## config.mk

```make
export PLATFORM = sky130hd
export DESIGN_NAME = avr_int_ctrl
export DESIGN_NICKNAME = d
export VERILOG_FILES = /design/src/rtl/avr_int_pkg.sv /design/src/rtl/int_prio_enc.sv /design/src/rtl/avr_int_ctrl.sv
export SDC_FILE = /design/constraint.sdc
export NUM_CORES = 1
export LEC_CHECK = 0
export ABC_CLOCK_PERIOD_IN_PS = 2000
export CAP_MARGIN = 30
export CORE_MARGIN = 4
export CORE_UTILIZATION = 40
export CTS_CLUSTER_DIAMETER = 100
export DETAILED_ROUTE_END_ITERATION = 12
export PLACE_DENSITY = 0.77
export SLEW_MARGIN = 20
export SYNTH_ARGS = -nofsm -noshare
export SYNTH_HDL_FRONTEND = slang
export SYNTH_SLANG_ARGS = --single-unit
```

## constraint.sdc

```tcl
create_clock -name clk -period 2 [get_ports clk]
set_input_delay 0.4 -clock clk [delete_from_list [all_inputs] [get_ports clk]]
set_output_delay 0.4 -clock clk [all_outputs]
set_load 0.05 [all_outputs]
```

## src/rtl/avr_int_pkg.sv

```systemverilog
`default_nettype none
// ============================================================================
// Module   : avr_int_pkg
// Purpose  : Shared types and vector arithmetic for the AVR-style interrupt
//            controller.
// Revision : 1.0 - initial release
// ============================================================================
package avr_int_pkg;

    localparam int VEC_W = 16;

    typedef enum logic [2:0] {
        IDLE  = 3'd0,
        OFFER = 3'd1,
        ACK   = 3'd2,
        ISR   = 3'd3,
        HOLD  = 3'd4
    } int_state_e;

    // Slot 0 is the reset vector, so source idx lives in slot idx+1.
    function automatic logic [VEC_W-1:0] vec_addr(
        input logic [VEC_W-1:0] base,
        input logic [VEC_W-1:0] stride,
        input logic [VEC_W-1:0] idx
    );
        return base + ((idx + VEC_W'(1)) * stride);
    endfunction

endpackage
`default_nettype wire

```

## src/rtl/int_prio_enc.sv

```systemverilog
`default_nettype none
// ============================================================================
// Module   : int_prio_enc
// Purpose  : Combinational lowest-index-wins priority encoder.
// Revision : 1.0 - initial release
// ============================================================================
module int_prio_enc #(
    parameter int N_SRC = 8,
    parameter int IDX_W = (N_SRC > 1) ? $clog2(N_SRC) : 1
) (
    input  logic [N_SRC-1:0] req,
    output logic             valid,
    output logic [IDX_W-1:0] idx
);

    assign valid = |req;

    generate
        if (N_SRC == 1) begin : g_single
            assign idx = '0;
        end else begin : g_multi
            // Scanning downward lets the lowest set bit overwrite last.
            always_comb begin
                idx = '0;
                for (int i = N_SRC - 1; i >= 0; i--) begin
                    if (req[i]) begin
                        idx = IDX_W'(i);
                    end
                end
            end
        end
    endgenerate

endmodule
`default_nettype wire

```

## src/rtl/avr_int_ctrl.sv

```systemverilog
`default_nettype none
// ============================================================================
// Module   : avr_int_ctrl
// Purpose  : Priority interrupt controller with AVR no-nesting and
//            one-instruction-after-RETI semantics; all outputs registered.
// Revision : 1.0 - initial release
// ============================================================================
module avr_int_ctrl
    import avr_int_pkg::*;
#(
    parameter int          N_SRC      = 8,
    parameter logic [15:0] VEC_BASE   = 16'h0000,
    parameter int          VEC_STRIDE = 2,
    localparam int         SRC_W      = (N_SRC > 1) ? $clog2(N_SRC) : 1
) (
    input  logic             clk,
    input  logic             rst,
    input  logic [N_SRC-1:0] irq_req,
    output logic [N_SRC-1:0] irq_ack,
    input  logic             sreg_i,
    output logic             int_pending,
    output logic [15:0]      int_vector,
    input  logic             cpu_int_take,
    input  logic             cpu_reti,
    input  logic             cpu_insn_retire,
    output logic             in_service,
    output logic [SRC_W-1:0] active_src
);

    localparam logic [VEC_W-1:0] STRIDE_V = VEC_W'(VEC_STRIDE);

    int_state_e       r_state;
    int_state_e       w_nstate;
    logic [SRC_W-1:0] r_sel;
    logic [SRC_W-1:0] w_nsel;
    logic [SRC_W-1:0] w_win_idx;
    logic             w_win_valid;
    logic [N_SRC-1:0] w_ack_mask;
    logic [N_SRC-1:0] r_ack;
    logic             r_pending;
    logic             r_in_service;
    logic [VEC_W-1:0] r_vector;

    int_prio_enc #(
        .N_SRC (N_SRC),
        .IDX_W (SRC_W)
    ) u_prio (
        .req   (irq_req),
        .valid (w_win_valid),
        .idx   (w_win_idx)
    );

    always_comb begin
        w_nstate = r_state;
        w_nsel   = r_sel;
        case (r_state)
            IDLE: begin
                if (sreg_i && w_win_valid) begin
                    w_nstate = OFFER;
                    w_nsel   = w_win_idx;
                end
            end
            OFFER: begin
                // A take freezes sel even if the request or SREG.I drops now.
                if (cpu_int_take) begin
                    w_nstate = ACK;
                end else if (!sreg_i || !w_win_valid) begin
                    w_nstate = IDLE;
                end else begin
                    w_nsel = w_win_idx;
                end
            end
            ACK: begin
                w_nstate = ISR;
            end
            ISR: begin
                if (cpu_reti) begin
                    w_nstate = cpu_insn_retire ? IDLE : HOLD;
                end
            end
            HOLD: begin
                if (cpu_insn_retire) begin
                    w_nstate = IDLE;
                end
            end
            default: begin
                w_nstate = IDLE;
            end
        endcase
    end

    always_comb begin
        w_ack_mask        = '0;
        w_ack_mask[r_sel] = 1'b1;
    end

    always_ff @(posedge clk) begin
        if (rst) begin
            r_state      <= IDLE;
            r_sel        <= '0;
            r_ack        <= '0;
            r_pending    <= 1'b0;
            r_in_service <= 1'b0;
            r_vector     <= '0;
        end else begin
            r_state      <= w_nstate;
            r_sel        <= w_nsel;
            r_pending    <= (w_nstate == OFFER);
            r_in_service <= (w_nstate == ACK) || (w_nstate == ISR);
            r_ack        <= (w_nstate == ACK) ? w_ack_mask : '0;
            if (w_nstate == OFFER) begin
                r_vector <= vec_addr(VEC_BASE, STRIDE_V, VEC_W'(w_nsel));
            end
        end
    end

    assign irq_ack     = r_ack;
    assign int_pending = r_pending;
    assign int_vector  = r_vector;
    assign in_service  = r_in_service;

    generate
        if (N_SRC == 1) begin : g_src_one
            assign active_src = '0;
        end else begin : g_src_multi
            assign active_src = r_sel;
        end
    endgenerate

endmodule
`default_nettype wire

```

### Word-level counts from Yosys, hierarchy flattened

Cells that the tools add are included.
W data, S select, Z words.

| storage, ports and cells | value |
|---|---|
| flip-flop bits (word level) | 31 |
| input bits | 14 |
| output and inout bits | 29 |

| cells by class | value |
|---|---|
| add/subtract/negate cells | 1 |
| magnitude comparators | 2 |
| equal/unequal tests | 7 |
| mux-type cells | 21 |
| bitwise logic cells | 1 |
| reductions and logical operators | 9 |

Operator list:

| cell | number |
|---|---|
| $mux W3 | 17 |
| $pmux W3 S5 | 1 |
| $eq A3 B2 Y1 const B | 4 |
| $reduce_or A8 Y1 | 1 |
| $eq A3 B1 Y1 const B | 2 |
| $pmux W3 S2 | 1 |
| $add A3 B1 Y4 const B | 1 |
| $lt A3 B4 Y1 const B | 1 |
| $demux W1 S3 | 1 |
| $eq A3 B3 Y1 const B | 1 |
| $ge A3 B1 Y1 const B | 1 |
| $logic_not A3 Y1 | 1 |
| $logic_and A1 B1 Y1 | 2 |
| $logic_not A1 Y1 | 2 |
| $logic_or A1 B1 Y1 | 2 |
| $reduce_or A2 Y1 | 1 |
| $mux W1 | 1 |
| $not A1 Y1 | 1 |

### Longest topological paths before layout

| depth | value |
|---|---|
| word-level depth | 12 |
| depth in mapped cells | 6 |

### Cells and area by module

Synthesis repeated with hierarchy kept, for this count alone.

| unflattened totals | value |
|---|---|
| cell total of the unflattened synthesis | 103 |
| area, all modules | 989.7 um^2 |

By module, submodules not included:

| module | times used | cells each | area each (um^2) |
|---|---|---|---|
| avr_int_ctrl | 1 | 90 | 908.4 |
| int_prio_enc | 1 | 13 | 81.3 |

### Worst setup path before layout

Ideal clock, no wire load.

| path | value |
|---|---|
| kind | input-to-reg |
| from | input irq_req[4] |
| to | register r_vector[4] (netlist: int_vector[4]) |
| library setup time | 0.116 ns |
| data arrival time | 1.633 ns |
| path slack | 0.251 ns |
| cell stages on the path | 5 |
| cells stage by stage | or4_4 -> o21ai_4 -> a2111oi_4 -> o21ba_2 -> a31o_1 |

| between the ends | value |
|---|---|
| longest elaborated chain between the ends | 9 |
| elaborated cells on any way between the ends | 19 |
| classes of those cells | 1 x add/sub; 1 x eq/ne; 13 x mux; 4 x reduce/logical |

RTL lines:

| item | line | source |
|---|---|---|
| from (decl) | avr_int_ctrl.sv:18 | `input logic [N_SRC-1:0] irq_req,` |
| $mux W3 (5 in a row) | int_prio_enc.sv:26 | `if (req[i]) begin` |
| $mux W3 | avr_int_ctrl.sv:67 | `end else if (!sreg_i \|\| !w_win_valid) begin` |
| $mux W3 | avr_int_ctrl.sv:65 | `if (cpu_int_take) begin` |
| $pmux W3 S2 | avr_int_ctrl.sv:56 | `case (r_state)` |
| $add A3 B1 Y4 | avr_int_pkg.sv:26 | `return base + ((idx + VEC_W'(1)) * stride);` |
| to (signal assigned) | avr_int_ctrl.sv:112 | `r_vector <= vec_addr(VEC_BASE, STRIDE_V, VEC_W'(w_nsel));` |
| to (decl) | avr_int_ctrl.sv:42 | `logic [VEC_W-1:0] r_vector;` |

Parallel ways exist; a longest one is shown, timed or not.
A chain may end at the register's enable or synchronous reset.

### Final worst setup path

| path | value |
|---|---|
| from | input irq_req[3] |
| to | register r_vector[3] (netlist: int_vector[3]) |

| between the ends | value |
|---|---|
| longest elaborated chain between the ends | 8 |
| elaborated cells on any way between the ends | 18 |
| classes of those cells | 1 x add/sub; 1 x eq/ne; 12 x mux; 4 x reduce/logical |

RTL lines:

| item | line |
|---|---|
| $mux W3 (4 in a row) | int_prio_enc.sv:26 |
| $mux W3 | avr_int_ctrl.sv:67 |
| $mux W3 | avr_int_ctrl.sv:65 |
| $pmux W3 S2 | avr_int_ctrl.sv:56 |
| $add A3 B1 Y4 | avr_int_pkg.sv:26 |

Parallel ways exist; a longest one is shown, timed or not.

==> metrics <==
Yosys Warn Count=0; flop and latch count out of synthesis=20; Post-synth EDFFs=0; worst setup path end=int_vector[3]$_SDFFE_PP0N_; status=completed; DPL Wire Length=1.826 mm; layout cells sized above 1=0.2215; WP data required=2.20 ns; Die Y-Extent=around 57 µm; first-pass GRT wire length=~3.7 mm; ant diodes=0; final wirelength=2.217 mm; Int Power=582.1 µW; number of core rows=17; endpoints failing setup=0; count of clock tree sinks=20; clock share of power=0.205; reg2reg path depth=5; WP data arrival=~2.2 ns; max_cap viols=0; Slew Viols, Final=0; Post-DRT Antenna Nets=0; Setup crit start=irq_req[3]; drt pass-1 iters=4; grt total ovfl=0; Tcrit/Tclk final=0.9864; NumNets Final=between 150 and 200; combinational fraction of design power=0.300; Synth-to-Final Area Change=42.13%; post-synth top area share=0.4161; vias per cell=between 4 and 5; root buf cell=clkbuf_4; Finished Layout Cells=roughly 180; H-tree depth=1; reg2reg start=r_state[2]$_SDFF_PP0_; Synth area leaders=dfxtp_1 (42%), buf_4 (9.4%), nor2_1 (7.4%); top_reg_cell synth=dfxtp_1; cell taking the most area after synthesis=dfxtp_1; Setup CP Type=in2reg; Clock Path Buffers=2; worst min-delay path category=reg2reg; clock skew=between 0.005 and 0.006 ns; reg2reg setup slack=0.21 ns; CP max FO=4; Avg WL per Cell=around 13 µm; Port Buffers=30; Syn Inst Count=approximately 110; final hold vios=0; number of setup buffers added after CTS=0; Setup crit start kind=primary input; core area=0.002255 mm²; die area=0.003254 mm²; Tot GR Track Use=0.1440; Distinct cells, synth=38; unrepaired setup endpoints after global routing=no; initial antenna violation count=0; drt first-iter violations=13; Ports=43; FFs w/ async S/R, synth=0; Pleak=0.5532 nW; number of global-route vias before repair=roughly 810; width of the die=57.05 µm; Initial Util=0.4267; largest net degree at the start of global routing=14; routability cong.=0.8226; switching share of total power=0.3280; Residual DRC=0; TritonCTS clock tree=done; CTS clk-pin slew, worst paths=0.09 ns; Flop pwr share=0.495; Synth Area per Inst=9.164 µm²; final core area utilization=0.6065; Worst slew margin=0.6593; Max Freq=between 500 and 600 MHz; VDD IR max=slightly above 0.6 mV; CP endpoint kind=register; hold slack=0.4668 ns; total CTS buffers=3; minimum clock period=1.973 ns; Post-Place Cells=174; Seq/Total Area, Yosys=0.4161; Net Switching=284.2 µW; routed vias=857; worst-margin pin slew=0.5094 ns; RR Endpoint=int_vector[3]$_SDFFE_PP0N_; PwrDens=633.5 mW/mm²; insertion delay to the later sink of the worst-skew pair=about 0.29 ns; Synth Cell Area=962.2 µm²
power by group through the flow:
| stage | clock network, mW | registers, mW | logic, mW |
|---|---|---|---|
| after global routing | 0.209 | 0.432 | 0.275 |
| after global placement | 0 | 0.437 | 0.252 |
| after floorplan | 0 | 0.478 | 0.138 |
| final | 0.177 | 0.429 | 0.260 |
| after CTS | 0.184 | 0.429 | 0.257 |
| after detailed placement | 0 | 0.438 | 0.256 |
final cells by class:
| type | instances | area [µm²] |
|---|---|---|
| Timing Repair Buffer | 45 | 410.4 |
| Sequential cell | 20 | 400.4 |
| Tap cell | 28 | 35.03 |
| Multi-Input combinational cell | 80 | 495.5 |
| Fill cell | 207 | 887.1 |
| Inverter | 1 | 3.754 |
| Clock buffer | 3 | 22.52 |
critical path, stage by stage:
cell             delay [ns]
clkdlybuf4s50_1        0.47
or4_4                  0.59
o21ai_4                0.18
a2111oi_4              0.08
a21o_1                 0.21
a311oi_2               0.25
repair_timing:
action | in CTS | in global routing
gates resized for setup | 0 | 4
setup endpoints to repair | 0 | 1
hold buffers | 0 | 0
cell families after synthesis:
family / count (synthesis) / share of synthesized area
buffers and inverters: 16 / 0.1248
xor gates and xnor gates: 1 / 0.009104
and+or+nand+nor: 47 / 0.2510
DFF: 20 / 0.4161
AOI/OAI and AO/OA: 20 / 0.1951
other: 1 / 0.003897
worst min path at each step:
stage | start | end | slack, ns | depth (start not counted)
5_1_grt | int_vector[2]$_SDFFE_PP0N_ | int_vector[2]$_SDFFE_PP0N_ | 0.50 | 2
3_3_place_gp | int_vector[2]$_SDFFE_PP0N_ | int_vector[2]$_SDFFE_PP0N_ | 0.45 | 2
3_5_place_dp | int_vector[2]$_SDFFE_PP0N_ | int_vector[2]$_SDFFE_PP0N_ | 0.45 | 2
6_report | int_vector[2]$_SDFFE_PP0N_ | int_vector[2]$_SDFFE_PP0N_ | 0.47 | 2
2_1_floorplan | cpu_insn_retire | r_state[2]$_SDFF_PP0_ | 0.48 | 1
4_1_cts | int_vector[2]$_SDFFE_PP0N_ | int_vector[2]$_SDFFE_PP0N_ | 0.48 | 2
metrics by stage:
stage / power [mW] / worst slack (ns) / TNS (ns) / cell area (µm²)
after floorplan: 0.6160 / 0.2513 / 0 / 1003
after global placement: 0.6899 / -0.2237 / -0.7264 / 1330
after detailed placement: 0.6943 / -0.2646 / -0.9830 / 1330
after CTS: 0.8705 / 0.03419 / 0 / 1353
after global routing: 0.9165 / 0.01024 / 0 / 1368
final: 0.8663 / 0.02711 / 0 / 1368
registers in the layout, indices dropped and copies added, names as in the netlist:
name,cells
active_src,3
r_state,3
int_pending,1
irq_ack,8
int_vector,4
in_service,1
cells in the mapped netlist (all sizes together), types with 2 or more instances:
cell	instances
or2	2
nand2	5
nand2b	3
buf	14
dfxtp	20
a21oi	5
nor2	19
o21ai	2
nand3	2
or4	3
nor3	8
per-layer routing:
metal	GRT usage	up-vias	wire, µm
li1	-	435	-
met3	0.05882	4	130
met5	0	-	0
met1	0.1708	396	931
met4	0.05298	0	30
met2	0.2333	22	1125
placed cells by master, fill, tap and decap left out, types with 2 or more instances in the layout:
master           count
dfxtp_1             20
nand3_1              2
clkbuf_4             3
clkdlybuf4s50_1     27
nand2_1              4
nor2_1              18
buf_4               17
nand2b_1             3
nor3_1               8
a21oi_1              5
or4_4                2
conb_1              12
Power figures use the tool's default switching activity.
